File: src/rtl/bcd_pkg.sv
// Shared definitions for the BCD conversion blocks: FSM states and
// the shift-and-add-3 digit constants.
package bcd_pkg;

  typedef enum logic {
    IDLE  = 1'b0,
    SHIFT = 1'b1
  } state_t;

  localparam int         BCD_DIGIT_W    = 4;
  localparam logic [3:0] BCD_ADJ_THRESH = 4'd5;
  localparam logic [3:0] BCD_ADJ_ADD    = 4'd3;

endpackage

File: src/rtl/bcd_digit_adjust.sv
// Single-digit double-dabble correction: a digit of 5 or more gets 3 added
// so that the following left shift carries correctly into the next decade.
// Inputs are always <= 9, so the result never exceeds 12 and fits in 4 bits.
module bcd_digit_adjust
  import bcd_pkg::*;
(
  input  logic [BCD_DIGIT_W-1:0] din,
  output logic [BCD_DIGIT_W-1:0] dout
);

  // add-3 correction for digits at or above the threshold
  always_comb begin
    dout = din;
    if (din >= BCD_ADJ_THRESH) begin
      dout = din + BCD_ADJ_ADD;
    end
  end

endmodule

File: src/rtl/bcd_serial_converter.sv
// Sequential binary-to-BCD converter (double dabble), one bit per clock.
// A start in IDLE captures value; WIDTH cycles later bcd is updated and done
// pulses. bcd holds between conversions so the display never sees partial data.
module bcd_serial_converter
  import bcd_pkg::*;
#(
  parameter int WIDTH  = 9,
  parameter int DIGITS = 3
) (
  input  logic                          clk,
  input  logic                          rst,
  input  logic                          start,
  input  logic [WIDTH-1:0]              value,
  output logic                          busy,
  output logic                          done,
  output logic [BCD_DIGIT_W*DIGITS-1:0] bcd
);

  localparam int BCD_W = BCD_DIGIT_W * DIGITS;
  localparam int REG_W = BCD_W + WIDTH;
  localparam int CNT_W = $clog2(WIDTH + 1);

  state_t           state;
  state_t           next_state;
  logic [CNT_W-1:0] cnt;
  logic [REG_W-1:0] sreg;
  logic [REG_W-1:0] adj;
  logic [REG_W-1:0] shifted;
  logic             last;

  // Working register: BCD digits in the upper bits, binary operand below.
  // Each digit is corrected independently before the whole register shifts.
  for (genvar g = 0; g < DIGITS; g++) begin : g_adj
    bcd_digit_adjust u_adj (
      .din  (sreg[WIDTH + BCD_DIGIT_W*g +: BCD_DIGIT_W]),
      .dout (adj [WIDTH + BCD_DIGIT_W*g +: BCD_DIGIT_W])
    );
  end

  assign adj[WIDTH-1:0] = sreg[WIDTH-1:0];
  assign shifted        = adj << 1;
  assign last           = (state == SHIFT) && (cnt == CNT_W'(1));
  assign busy           = (state == SHIFT);

  // state register
  always_ff @(posedge clk) begin
    if (rst) begin
      state <= IDLE;
    end else begin
      state <= next_state;
    end
  end

  // next-state logic: starts are only honoured while idle
  always_comb begin
    next_state = state;
    case (state)
      IDLE:    if (start) next_state = SHIFT;
      SHIFT:   if (last)  next_state = IDLE;
      default: next_state = IDLE;
    endcase
  end

  // datapath: load, shift/adjust, and publish the result on the final shift
  always_ff @(posedge clk) begin
    if (rst) begin
      cnt  <= '0;
      sreg <= '0;
      bcd  <= '0;
      done <= 1'b0;
    end else begin
      done <= 1'b0;
      case (state)
        IDLE: begin
          if (start) begin
            sreg <= {{BCD_W{1'b0}}, value};
            cnt  <= CNT_W'(WIDTH);
          end
        end
        SHIFT: begin
          sreg <= shifted;
          cnt  <= cnt - CNT_W'(1);
          if (last) begin
            bcd  <= shifted[REG_W-1:WIDTH];
            done <= 1'b1;
          end
        end
        default: ;
      endcase
    end
  end

endmodule
File: config.mk
export PLATFORM = sky130hd
export DESIGN_NAME = bcd_serial_converter
export DESIGN_NICKNAME = d
export VERILOG_FILES = /design/src/rtl/bcd_pkg.sv /design/src/rtl/bcd_digit_adjust.sv /design/src/rtl/bcd_serial_converter.sv
export SDC_FILE = /design/constraint.sdc
export NUM_CORES = 1
export LEC_CHECK = 0
export CAP_MARGIN = 20
export CORE_ASPECT_RATIO = 0.75
export CORE_MARGIN = 5
export CORE_UTILIZATION = 45
export CTS_CLUSTER_DIAMETER = 200
export DETAILED_ROUTE_END_ITERATION = 8
export PLACE_DENSITY = 0.79
export SKIP_LAST_GASP = 1
export SYNTH_ARGS = -nofsm -noshare
export SYNTH_HDL_FRONTEND = slang
export SYNTH_HIERARCHICAL = 1
export SYNTH_SLANG_ARGS = --single-unit
File: constraint.sdc
create_clock -name clk -period 1.6 [get_ports clk]
set_clock_uncertainty 0.2 [all_clocks]
set_input_delay 0.32 -clock clk [delete_from_list [all_inputs] [get_ports clk]]
set_output_delay 0.32 -clock clk [all_outputs]
set_load 0.05 [all_outputs]
==> flow_metrics.env <==
export IMPL_internal_power_mw=1.44
export IMPL_cp_required_ns=1.64
export IMPL_fin_crit_ns=1.60
export IMPL_cp_top_family="flip-flops"
export IMPL_cp_max_fo=3
export IMPL_syn_cell_area_um2=1910
export IMPL_wl_met2_um=1960
export IMPL_final_setup_worst_slack_ns=-0.000169
export IMPL_grt_max_degree=17
export IMPL_synthToLayoutAreaGrowth_pct=37.7
export IMPL_hold_buffers=0
export IMPL_layout_cells_most_common="dfxtp_1"
export IMPL_syn_inst=192
export IMPL_status="finished with violations"
export IMPL_clk_latency_ns=0.30
export IMPL_reg2regPathDepth=7
export IMPL_wl_per_cell_um=13.7
export IMPL_final_cells=285
export IMPL_fmax_mhz=625
export IMPL_wl_met3_um=216
export IMPL_worstSetupPathType="flop to flop"
export IMPL_fillers=293
export IMPL_p_clk_frac=0.330
export IMPL_max_slew_margin_rel=0.812
export IMPL_crit_chain="inv_4, ha_4, nand2b_4, a21oi_4, mux2i_2, a21oi_2, nor2_1"
export IMPL_timing_critical_path_buf_inv=1
export IMPL_violations="negative setup slack"
export IMPL_start_kind="flop"
export IMPL_cts_path_max_buffers=2
export IMPL_reg2reg_slack_ns=-0.0002
export IMPL_setup_worst_path_end="sreg[15]"
export IMPL_vias_per_cell=5.20
export IMPL_cts_root_buf="clkbuf_8"
export IMPL_grt_overflow_total=0
export IMPL_cts_clk_slew_worst_paths_ns=0.07
export IMPL_initial_core_util=0.468
export IMPL_grt_usage=0.140
export IMPL_numClockSinks=39
export IMPL_drtIter0Drc=75
export IMPL_io_pins=26
export IMPL_grt_pass1_wl_um=6180
export IMPL_hp_class="flop to flop"
export IMPL_gp_congestion=0.765
export IMPL_cp_end_kind="flop"
export IMPL_cts_htree_levels=2
export IMPL_die_h_um=66.4
export IMPL_cp_slowest_cell="dfxtp_2"
export IMPL_synth_warning_count=6
export IMPL_placed_cells=275
export IMPL_antenna_left=0
export IMPL_top_layer_used="met4"
export IMPL_maxCapViolations=0
export IMPL_die_area_um2=5660
export IMPL_cp_slowest_stage_delay_ns=0.37
export IMPL_drive_gt1_frac=0.357
export IMPL_pwr_share_comb=0.133
export IMPL_p_sw_frac=0.251
export IMPL_worst_slew_pin_slew_ns=0.279
export IMPL_cts_tree="yes"
export IMPL_rsz0062_at_grt="yes"
export IMPL_numPortBuffers=25
export IMPL_drt_total_wl_um=3900
export IMPL_total_power_mw=1.92
export IMPL_cp_data_arrival_time_ns=1.64
export IMPL_final_cell_mix="dfxtp_1, nor2_1, buf_4"
export IMPL_critical_path_startpoint="sreg[14]"
export IMPL_num_rows=20
export IMPL_p_sw_uw=482
export IMPL_route_layer_met1_wl_um=1680
export IMPL_cellPowerDensity_nw_per_um2=730
export IMPL_diodes=0
export IMPL_fp_coreArea_um2=4080
export IMPL_p_leak_nw=1.02
export IMPL_cts_buffers_inserted=5
export IMPL_drc=0
export IMPL_drt_first_pass_iters=4
export IMPL_r2r_end="sreg[15]"
export IMPL_finalCritPeriodShare=1.00
export IMPL_vdd_drop_max_v=0.000477
export IMPL_grt_pass1_vias=1371
export IMPL_antenna_found_initial=0
export IMPL_place_hpwl_um=2720
export IMPL_avgSynthCellArea_um2=9.95
export IMPL_multi_input_area_um2=1130
export IMPL_reg2reg_from="sreg[14]"
export IMPL_final_nets=249
export IMPL_hold_viol=0
export IMPL_die_x_um=85.2
export IMPL_synth_fp_nets=212
export IMPL_maxSlewViolCount=0
export IMPL_cp_depth=7
export IMPL_setup_viol_count_final=1
export IMPL_seqCellArea_um2=792
export IMPL_p_seq_frac=0.536
export IMPL_vias=1483
-- metrics by stage --
step / setup slack [ns] / TNS, ns / instance area [um2] / hold slack [ns] / util
floorplan: 0.0954 / 0 / 1910 / 0.256 / -
global placement: -0.196 / -5.10 / 2380 / 0.273 / 0.584
detailed placement: -0.228 / -6.09 / 2380 / 0.289 / 0.584
CTS: -0.0183 / -0.0183 / 2490 / 0.297 / 0.612
global route: -0.0790 / -0.257 / 2630 / 0.340 / 0.645
finish: -0.000169 / -0.000169 / 2630 / 0.293 / 0.645
-- worst reg2reg max path: cells and delay by family, from the launching register on --
kind / cells / cell delay, ns
flops: 1 / 0.37
mux: 1 / 0.28
compound gates: 2 / 0.26
simple gates: 2 / 0.23
fa+ha+maj: 1 / 0.14
buf+inv: 1 / 0.06
-- worst min-delay path by stage --
stage | startpoint | end | slack (ns) | cells after the start
3_5_place_dp | sreg[2] | sreg[3] | 0.29 | 2
4_1_cts | sreg[1] | sreg[2] | 0.30 | 2
5_1_grt | cnt[3] | cnt[3] | 0.34 | 1
6_report | sreg[1] | sreg[2] | 0.29 | 2
2_1_floorplan | sreg[4] | sreg[5] | 0.26 | 2
3_3_place_gp | sreg[1] | sreg[2] | 0.27 | 2
-- sequential cells by signal, summed over array words and instances, names as in the netlist --
signal / cells
busy: 1
cnt: 4
done: 1
sreg: 21
bcd: 12
-- area by class of cell --
class	count	share of cell area
multi-input cells	132	0.428
flip-flops and latches	39	0.301
repair buffers	43	0.200
clock buffers	7	0.0290
well taps	55	0.0262
inverters	8	0.0143
clock inverters	1	0.00190
-- per-layer routing --
metal / up-vias / GRT usage
met5: - / 0
met4: 0 / 0.0534
met3: 6 / 0.0573
met2: 25 / 0.248
met1: 712 / 0.150
li1: 740 / -
-- power by group through the flow --
stage | Sequential, mW | Clock, mW | Combinational, mW
finish | 1.03 | 0.635 | 0.256
global placement | 1.05 | 0 | 0.242
floorplan | 1.05 | 0 | 0.169
detailed placement | 1.05 | 0 | 0.249
global route | 1.04 | 0.701 | 0.279
CTS | 1.03 | 0.649 | 0.252
-- what timing repair did --
| action | CTS | global route |
|---|---|---|
| buffers inserted | 1 | 1 |
| endpoints found under the hold margin | 0 | 0 |
| pin swaps | 5 | 10 |
| setup endpoints to repair | 8 | 13 |
| gates resized for setup | 7 | 29 |
No activity file was read; power rests on OpenSTA's default activity.
